File: src/rtl/ram_port_arbiter_if.sv
// Requester-side handshake bundle for ram_port_arbiter: one instance per port (CPU, host).
interface ram_req_if #(
  parameter int AW = 8,
  parameter int DW = 8
);
  logic          req;
  logic          wr;
  logic [AW-1:0] addr;
  logic [DW-1:0] wdata;
  logic          ack;
  logic [DW-1:0] rdata;

  modport master (output req, wr, addr, wdata, input ack, rdata);
  modport slave  (input req, wr, addr, wdata, output ack, rdata);
endinterface

File: src/rtl/ram_port_arbiter.sv
// Two-port arbiter in front of a MAR-addressed RAM; turns each request into MAR-set then data phase.
// Optional macro RAM_ARB_RR_EN selects round-robin arbitration instead of fixed host-over-CPU priority.
module ram_port_arbiter #(
  parameter int AW          = 8,
  parameter int DW          = 8,
  parameter int HOLD_CYCLES = 1
) (
  input  logic          clk,
  input  logic          reset,
  ram_req_if.slave      c,
  ram_req_if.slave      h,
  output logic          busy,
  output logic [AW-1:0] bas,
  output logic          wsa,
  output logic [DW-1:0] bis,
  output logic          ws,
  output logic          we,
  input  logic [DW-1:0] bos
);

  typedef enum logic [1:0] {IDLE, ADDR, DATA, ACK} state_t;

  localparam logic [3:0] RELOAD = 4'(HOLD_CYCLES - 1);

  state_t        state;
  logic [3:0]    cnt;
  logic          sel_h;
  logic          op_wr;
  logic [DW-1:0] op_wdata;
  logic          grant_h;

`ifdef RAM_ARB_RR_EN
  logic last_h;
  // On a tie the port that was not granted last time wins.
  always_comb grant_h = h.req && (!c.req || !last_h);
`else
  always_comb grant_h = h.req;
`endif

  always_ff @(posedge clk or posedge reset) begin
    if (reset) begin
      state    <= IDLE;
      cnt      <= '0;
      sel_h    <= 1'b0;
      op_wr    <= 1'b0;
      op_wdata <= '0;
      busy     <= 1'b0;
      bas      <= '0;
      wsa      <= 1'b0;
      bis      <= '0;
      ws       <= 1'b0;
      we       <= 1'b0;
      c.ack    <= 1'b0;
      h.ack    <= 1'b0;
      c.rdata  <= '0;
      h.rdata  <= '0;
`ifdef RAM_ARB_RR_EN
      last_h   <= 1'b0;
`endif
    end else begin
      c.ack <= 1'b0;
      h.ack <= 1'b0;
      case (state)
        IDLE: begin
          if (c.req || h.req) begin
            sel_h    <= grant_h;
            op_wr    <= grant_h ? h.wr : c.wr;
            op_wdata <= grant_h ? h.wdata : c.wdata;
            bas      <= grant_h ? h.addr : c.addr;
            wsa      <= 1'b1;
            busy     <= 1'b1;
            cnt      <= RELOAD;
            state    <= ADDR;
`ifdef RAM_ARB_RR_EN
            last_h   <= grant_h;
`endif
          end
        end
        // MAR phase: bas already holds the latched address
        ADDR: begin
          if (cnt == 4'd0) begin
            wsa   <= 1'b0;
            bas   <= '0;
            cnt   <= RELOAD;
            state <= DATA;
            if (op_wr) begin
              ws  <= 1'b1;
              bis <= op_wdata;
            end else begin
              we  <= 1'b1;
            end
          end else begin
            cnt <= cnt - 4'd1;
          end
        end
        // Data phase: read data is taken on the final enable cycle
        DATA: begin
          if (cnt == 4'd0) begin
            ws    <= 1'b0;
            we    <= 1'b0;
            bis   <= '0;
            state <= ACK;
            if (sel_h) h.ack <= 1'b1;
            else       c.ack <= 1'b1;
            if (!op_wr) begin
              if (sel_h) h.rdata <= bos;
              else       c.rdata <= bos;
            end
          end else begin
            cnt <= cnt - 4'd1;
          end
        end
        ACK: begin
          busy  <= 1'b0;
          state <= IDLE;
        end
        default: state <= IDLE;
      endcase
    end
  end

endmodule

File: src/flat_wrapper.sv
// flat-port wrapper written by rule: the top's interface ports become plain ports
module ram_port_arbiter_flat 
#(
  parameter int AW          = 8,
  parameter int DW          = 8,
  parameter int HOLD_CYCLES = 1
)
  (clk, reset, busy, bas, wsa, bis, ws, we, bos, c_req, c_wr, c_addr, c_wdata, c_ack, c_rdata, h_req, h_wr, h_addr, h_wdata, h_ack, h_rdata);
  ram_req_if #(.AW(AW), .DW(DW)) c_i ();
  ram_req_if #(.AW(AW), .DW(DW)) h_i ();
  input  logic clk;
  input  logic reset;
  output logic busy;
  output logic [AW-1:0] bas;
  output logic wsa;
  output logic [DW-1:0] bis;
  output logic ws;
  output logic we;
  input  logic [DW-1:0] bos;
  input wire logic [$bits(c_i.req)-1:0] c_req;
  input wire logic [$bits(c_i.wr)-1:0] c_wr;
  input wire logic [$bits(c_i.addr)-1:0] c_addr;
  input wire logic [$bits(c_i.wdata)-1:0] c_wdata;
  output wire logic [$bits(c_i.ack)-1:0] c_ack;
  output wire logic [$bits(c_i.rdata)-1:0] c_rdata;
  input wire logic [$bits(h_i.req)-1:0] h_req;
  input wire logic [$bits(h_i.wr)-1:0] h_wr;
  input wire logic [$bits(h_i.addr)-1:0] h_addr;
  input wire logic [$bits(h_i.wdata)-1:0] h_wdata;
  output wire logic [$bits(h_i.ack)-1:0] h_ack;
  output wire logic [$bits(h_i.rdata)-1:0] h_rdata;
  assign c_i.req = c_req;
  assign c_i.wr = c_wr;
  assign c_i.addr = c_addr;
  assign c_i.wdata = c_wdata;
  assign c_ack = c_i.ack;
  assign c_rdata = c_i.rdata;
  assign h_i.req = h_req;
  assign h_i.wr = h_wr;
  assign h_i.addr = h_addr;
  assign h_i.wdata = h_wdata;
  assign h_ack = h_i.ack;
  assign h_rdata = h_i.rdata;
  ram_port_arbiter #(.AW(AW), .DW(DW), .HOLD_CYCLES(HOLD_CYCLES)) u_core (.clk(clk), .reset(reset), .c(c_i), .h(h_i), .busy(busy), .bas(bas), .wsa(wsa), .bis(bis), .ws(ws), .we(we), .bos(bos));
endmodule
File: config.mk
export PLATFORM = sky130hd
export DESIGN_NAME = ram_port_arbiter_flat
export DESIGN_NICKNAME = d
export VERILOG_FILES = /design/src/rtl/ram_port_arbiter_if.sv /design/src/rtl/ram_port_arbiter.sv /design/src/flat_wrapper.sv
export SDC_FILE = /design/constraint.sdc
export NUM_CORES = 1
export LEC_CHECK = 0
export CAP_MARGIN = 5
export CORE_MARGIN = 2
export CORE_UTILIZATION = 46
export DETAILED_ROUTE_END_ITERATION = 6
export PLACE_DENSITY = 0.8
export REMOVE_ABC_BUFFERS = 1
export SLEW_MARGIN = 20
export SYNTH_ARGS = -nofsm -noshare
export SYNTH_HDL_FRONTEND = slang
export SYNTH_SLANG_ARGS = --single-unit
File: constraint.sdc
create_clock -name clk -period 2.3 [get_ports clk]
set_clock_uncertainty 0.2 [all_clocks]
set_input_delay 0.46 -clock clk [delete_from_list [all_inputs] [get_ports clk]]
set_output_delay 0.46 -clock clk [all_outputs]
set_load 0.005 [all_outputs]
# After elaboration in Yosys (flattened, before gate mapping)
# Index checks and enable logic that the tools add are counted.
# Widths: inputs -> output; s select.
[word_totals]
register_bits = 54
in_bits = 46
output_inout_bits = 38
elab_cells = 76
[classes]
addsub = 1
n_eq_ne = 9
n_mux = 33
bitwise = 2
n_reduce_logical = 16
[ops]
columns = ["operator", "n"]
rows = [
  ["$mux 8", 6],
  ["$pmux 8 s2", 2],
  ["$reduce_and 4->1", 4],
  ["$mux 1", 13],
  ["$mux 4", 3],
  ["$pmux 4 s3", 1],
  ["$reduce_and 3->1", 3],
  ["$ne 2x1->1 const B", 4],
  ["$pmux 1 s2", 4],
  ["$pmux 2 s4", 1],
  ["$mux 2", 3],
  ["$reduce_bool 2->1", 3],
  ["$eq 2x2->1 const B", 2],
  ["$logic_not 4->1", 1],
  ["$ne 2x2->1 const B", 2],
  ["$reduce_and 2->1", 2],
  ["$sub 4x1->4 const B", 1],
  ["$reduce_bool 3->1", 1],
  ["$eq 2x1->1 const B", 1],
  ["$logic_not 2->1", 1],
  ["$not 1->1", 2],
  ["$logic_or 1x1->1", 1],
]

# Longest topological paths before layout
# Gate-level depths: netlist of the first run.
[depth]
word_depth = 3
ltp_mapped = 7
mapped_depth_nobuf = 5

# Least setup slack after synthesis of the first run
# OpenSTA, ideal clock, no wires.
[synth_timing]
path_type = "reg-to-reg"
from = "reg u_core.cnt[0]"
to = "reg u_core.c.rdata[0]"
setup_ns = 0.125
t_arrival_ns = 1.797
required_time_ns = 1.975
path_slack_ns = 0.178
path_stages_with_launch = 6
n_path_buf = 0
period_less_slack_ns = 2.122
path_cell_list = "dfrtp_1 > inv_1 > ha_1 > or3b_4 > nor4b_4 > mux2_2"
[synth_via]
elab_chain_len = 2
[synth_lines]
columns = ["item", "line_no", "rtl"]
rows = [
  ["from (decl)", "ram_port_arbiter.sv:26", "logic [3:0] cnt;"],
  ["from (signal assigned)", "ram_port_arbiter.sv:93", "cnt <= cnt - 4'd1;"],
  ["from (signal assigned)", "ram_port_arbiter.sv:110", "cnt <= cnt - 4'd1;"],
  ["$logic_not 4->1", "ram_port_arbiter.sv:98", "if (cnt == 4'd0) begin"],
  ["$reduce_and 4->1 (no source line)", "--", ""],
  ["to (decl)", "ram_port_arbiter_if.sv:14", "modport slave (input req, wr, addr, wdata, output ack, rdata);"],
]
# Every way passes these cells.
# A chain may end at the register's enable or synchronous reset.

# Worst setup path in the final report of the first run
[layout_timing]
from = "reg u_core.cnt[0]"
to = "reg u_core.c.rdata[3]"
# The elaborated chain is that of the path after synthesis.

==> flow_summary.toml, run 1 <==
[finish]
mostFrequentLayoutCells = "clkdlybuf4s50_1, dfrtp_1, o21ai_0, inv_1, nand2_1"
final_common_cell = "clkdlybuf4s50_1"
fin_nets = 383
fillers = 446
utilization_pct = 67.0
diodes = 0
drive_gt1_share_pct = 14.0
area_delta_synth_final_pct = 41.8

[die]
dieArea_mm2 = 0.00624
rows = 27
fp.dieH_um = 79.0
pin_count = 84
start_util_pct = 47.3
die_w_um = 79.0
design.core.area_mm2 = 0.00547

[logic_synthesis]
synth_seq_cells = 54
ys_warn_count = 0
synth.yosys.seq_area_share_pct = 52.2
postSynthCellCount = 240
syn_area_mm2 = 0.00259
synthMuxAreaShare_pct = 11.7
synth_xor_xnor_area_share_pct = 0
synth_fa_ha_area_share_pct = 3.39
syn_area_per_cell_um2 = 10.8
synth_top_area_share_pct = 52.2
yosys.area_share.simple_pct = 10.9
synth_compound_area_share_pct = 16.0
synthTopCellsByArea = "dfrtp_1, mux2_2, o21ai_0"
synth_top_area_cell = "dfrtp_1"
synth_top_family_by_area = "compound AO/OA/AOI/OAI gates"
synth_cell_types = 37

[global_route]
top_usage_layer = "met2"
met2_usage_pct = 33.6
overflow = 0
grt_pass1_wl_mm = 9.48
grt_usage_pct = 19.3
grt_max_degree = 30
grtUsageMet1_pct = 25.2
antenna_found_initial = 0
grt_pass1_vias = 2026
use_met3_pct = 3.98

[timing]
min_period_ns = 2.16
tightest_slew_ns = 0.774
rsz0062_at_grt = "no"
relSlewSlack_pct = 47.4
fin_ws_ns = 0.144
fin_crit_sh_pct = 93.7
final-hold-violation-count = 0
setup_viol = 0
fin_setup_tns_ns = 0
fmax_mhz = 464
drv_slew = 0

[critical_path]
cp_slowest_stage_delay_ns = 0.42
cp_cell_sequence = "inv_1, ha_1, or3b_4, nor4b_4, buf_4, mux2_2"
cp.depth = 6
critical_path_required_ns = 2.28
crit_arrival_ns = 2.14
critical_path.top_delay_family = "simple AND/OR/NAND/NOR gates"
startpoint_type = "register"
end_kind = "register"
r2r_start = "u_core.cnt[0]"
cp_max_fo = 8
critPathKind = "reg2reg"
worstRegToRegCells = 6
crit_start = "u_core.cnt[0]"
crit_slowest_cell = "dfrtp_1"
path_buf_inv = 2

[route]
num_vias = 2109
drtPass1Iterations = 4
route.detailed.drc = 0
wl_per_cell_um = 14.3
ant_nets = 0
routed_wirelength_mm = 5.75
routed_via_density = 5.26
dr.first_iter.drc_count = 113

[cts]
cts_buffers = 5
cts_root_buf = "clkbuf_8"
cts_max_level = 2
path_clk_slew_ns = 0.09
cts_buffer_depth = 2
hold_buffers = 0
cts_sinks = 54
cts_tree = "done"
post-cts-setup-buffer-count = 0
clock_latency_ns = 0.30

[power]
p_sw_share_pct = 33.1
power_frac_comb_pct = 49.0
cellLeakagePower_uw = 0.00159
p_int_uw = 2820
p_seq_share_pct = 39.0
peakVddDrop_v = 0.000508
clkPwrFrac_pct = 12.0
p_per_area_mw_per_mm2 = 1150
switching_power_uw = 1400

[run]
cap_violations = 0

[placed_design]
place_congestion = 0.778
hpwl_mm = 4.30
pre_cts_ws_ns = -0.0650
numPortBuffers = 83

[outcome]
outcome = "completed"

[hold_path]
worst_hold_path_type = "in2async"
-- worst paths after layout --
path | endpoint | slack [ns]
worst max-delay path | u_core.c.rdata[3] | 0.14
worst min-delay path | u_core.op_wdata[3] | 0.26
worst max register to register | u_core.c.rdata[3] | 0.14
worst min register to register | u_core.op_wdata[4] | 0.28
max in group asynchronous | u_core.sel_h | 1.06
min in group clk | u_core.op_wdata[4] | 0.28
-- cells in the mapped netlist, drive strengths merged --
cell and instances:
o211ai 1, and3 1, nand4 1, nor3b 2, o311ai 2, or2 1, or3b 1, nor2b 1
mux2 17, nand3b 8, o41ai 8, nor2 10, clkbuf 11, dfrtp 54, mux2i 11, a32o 1
a22o 1, a31oi 1, or3 1, nand3 1, o21ai 30, nand2 20, o21a 1, buf 3
inv 25, a21oi 4, or4 1, a311o 8, a211oi 1, nor4b 1, or4b 1, a2bb2oi 1
ha 7, o22ai 2, o31ai 1
-- flip-flops by register name, summed over array words and instances, names as in the netlist, 2 cells and up --
| name | cells |
|---|---|
| u_core.cnt | 4 |
| u_core.state | 2 |
| u_core.h.rdata | 8 |
| u_core.bis | 8 |
| u_core.c.rdata | 8 |
| u_core.op_wdata | 8 |
| u_core.bas | 8 |
-- logic make-up (layout without fill, tap and decap cells) --
family,count (synthesis),after routing
compound gates,62,62
fa+ha+maj,7,7
buf+inv,39,128
flops,54,54
mux,28,28
simple gates,50,50
-- repair_timing --
action	4_1_cts	5_1_grt
resized for setup	1	4
setup endpoints to repair	9	12
endpoints found under the hold margin	0	0
-- power groups by stage --
stage | sequential, µW | clock [µW] | combinational, µW
CTS | 1650 | 520 | 2080
finish | 1650 | 505 | 2070
detailed placement | 1660 | 0 | 2070
global placement | 1640 | 0 | 1990
floorplan | 1650 | 0 | 1010
global route | 1700 | 567 | 2270
-- area by class of cell --
cell class                      instances  area (µm²)  area share (%)
Tap cell                               72        90.1            2.46
Inverter                               25        93.8            2.56
Timing Repair Buffer                   97         948            25.9
Multi-Input combinational cell        147        1100            30.0
Sequential cell                        54        1350            36.9
Clock buffer                            6        82.6            2.25
-- routing by layer --
metal / routed length [µm] / up-vias / part of all wire [%]
met3: 330 / 4 / 5.7
li1: - / 1028 / -
met4: 28 / 0 / 0.49
met2: 2850 / 73 / 50
met1: 2540 / 1004 / 44
met5: 0 / - / 0
-- stage by stage --
| step | power, µW | area [µm²] | std cells | hold slack, ns |
|---|---|---|---|---|
| after global placement | 3630 | 3570 | 395 | 0.262 |
| final | 4220 | 3670 | 401 | 0.262 |
| after floorplan | 2660 | 2530 | 226 | 0.250 |
| after detailed placement | 3730 | 3570 | 395 | 0.271 |
| after global routing | 4540 | 3670 | 401 | 0.288 |
| after CTS | 4250 | 3660 | 401 | 0.274 |
Note: power is estimated with default switching activity, not from simulation.
==> run 2: changes to the inputs <==
--- a/config.mk
+++ b/config.mk
@@ -6,12 +6,15 @@
 export NUM_CORES = 1
 export LEC_CHECK = 0
 export CAP_MARGIN = 5
+export CELL_PAD_IN_SITES_DETAIL_PLACEMENT = 0
+export CELL_PAD_IN_SITES_GLOBAL_PLACEMENT = 2
 export CORE_MARGIN = 2
-export CORE_UTILIZATION = 46
+export CORE_UTILIZATION = 28
 export DETAILED_ROUTE_END_ITERATION = 6
-export PLACE_DENSITY = 0.8
+export PLACE_DENSITY_LB_ADDON = 0.1
 export REMOVE_ABC_BUFFERS = 1
 export SLEW_MARGIN = 20
 export SYNTH_ARGS = -nofsm -noshare
 export SYNTH_HDL_FRONTEND = slang
 export SYNTH_SLANG_ARGS = --single-unit
+export TNS_END_PERCENT = 10
==> flow_summary.toml, run 2 (same netlist as run 1, synthesis figures left out) <==
[outcome]
outcome = "completed"

[power]
switching_power_uw = 1420
p_int_uw = 2930
p_sw_share_pct = 32.7
p_per_area_mw_per_mm2 = 1160
cellLeakagePower_uw = 0.00160
power_frac_comb_pct = 47.8
clkPwrFrac_pct = 14.7
peakVddDrop_v = 0.000414
p_seq_share_pct = 37.5

[global_route]
grt_pass1_wl_mm = 10.2
overflow = 0
grt_max_degree = 55
antenna_found_initial = 0
grt_usage_pct = 13.1
grt_pass1_vias = 1963

[run]
cap_violations = 0

[critical_path]
end_kind = "register"
crit_arrival_ns = 2.15
crit_slowest_cell = "dfrtp_1"
critical_path_required_ns = 2.30
cp_max_fo = 8
r2r_setup_slack_ns = 0.14
cp_cell_sequence = "inv_1, ha_1, or3b_4, nor4b_4, buf_12, mux2_2"
startpoint_type = "register"
critPathKind = "reg2reg"
cp_slowest_stage_delay_ns = 0.43

[die]
rows = 35
pin_count = 84
fp.dieH_um = 100
die_w_um = 100
start_util_pct = 28.4
dieArea_mm2 = 0.0100
design.core.area_mm2 = 0.00911

[finish]
fin_nets = 384
drive_gt1_share_pct = 13.3
final_common_cell = "clkdlybuf4s50_1"
design_area_mm2 = 0.00375
diodes = 0
layout.cells.non_filler = 442
mostFrequentLayoutCells = "clkdlybuf4s50_1, dfrtp_1, o21ai_0, inv_1, nand2_1"
area_delta_synth_final_pct = 44.8

[cts]
cts_root_buf = "clkbuf_8"
cts_buffers = 5
cts_sinks = 54
clock_latency_ns = 0.31
ctsResizeCount = 0
path_clk_slew_ns = 0.10
cts_max_level = 2
cts_tree = "done"
hold_buffers = 0
cts_buffer_depth = 2
post-cts-setup-buffer-count = 0

[route]
ant_nets = 0
num_vias = 2065
dr.first_iter.drc_count = 56
routed_wirelength_mm = 6.27
route.detailed.drc = 0
routed_via_density = 4.67
drtPass1Iterations = 4
wl_per_cell_um = 14.2

[placed_design]
numPortBuffers = 83
place_congestion = 0.710
hpwl_mm = 4.40
pre_cts_ws_ns = 0.0238
placedCellCount = 435
detailed_place.area_mm2 = 0.00364

[timing]
holdWs_ns = 0.286
tightest_slew_ns = 0.331
fin_ws_ns = 0.144
fin_setup_tns_ns = 0
setup_viol = 0
fmax_mhz = 464
rsz0062_at_grt = "no"
drv_slew = 0
relSlewSlack_pct = 77.7
final-hold-violation-count = 0
min_period_ns = 2.16
fin_crit_sh_pct = 93.7

[hold_path]
worst_hold_path_type = "reg2reg"
run 2: area by class of cell:
type                       count  area (µm²)
clock buffer                   5        68.8
clock inverter                 2        38.8
fill                         915        5360
inverter                      25        93.8
multi-input combinational    147        1090
sequential                    54        1350
tap                          111         139
timing repair buffer          98         968
run 2: power groups by stage:
stage / clock (µW) / combinational, µW / sequential (µW)
after detailed placement: 0 / 2120 / 1660
after CTS: 673 / 2120 / 1640
final: 641 / 2080 / 1630
after global placement: 0 / 2090 / 1660
after floorplan: 0 / 1010 / 1650
after global routing: 707 / 2330 / 1690
run 2: final timing paths:
path | startpoint | to | cells after the start
hold reg to reg | u_core.op_wdata[5] | u_core.op_wdata[5] | 2
setup reg to reg | u_core.cnt[0] | u_core.c.rdata[3] | 6
max in group asynchronous | reset | u_core.wsa | 3
hold / removal | u_core.op_wdata[5] | u_core.op_wdata[5] | 2
setup / recovery | u_core.cnt[0] | u_core.c.rdata[3] | 6
min in group asynchronous | reset | u_core.c.rdata[0] | 3
run 2: critical path: cells and delay by family (launching register included):
| family | cells | cell delay, ns |
|---|---|---|
| flops | 1 | 0.43 |
| mux | 1 | 0.32 |
| simple gates | 2 | 0.68 |
| fa+ha+maj | 1 | 0.15 |
| buf+inv | 2 | 0.26 |
run 2: through the flow:
step           util [%]  power [µW]
4_1_cts            41.1        4430
2_1_floorplan         -        2660
5_1_grt            41.1        4730
3_5_place_dp       39.9        3780
3_3_place_gp       39.9        3750
6_report           41.1        4350
run 2: metal layers:
layer	global-route usage, %	vias to the layer above	part of all wire [%]
met4	3.79	0	1.3
met2	20.8	52	46
met3	3.34	6	5.6
li1	-	1030	-
met5	0	-	0
met1	17.7	977	47
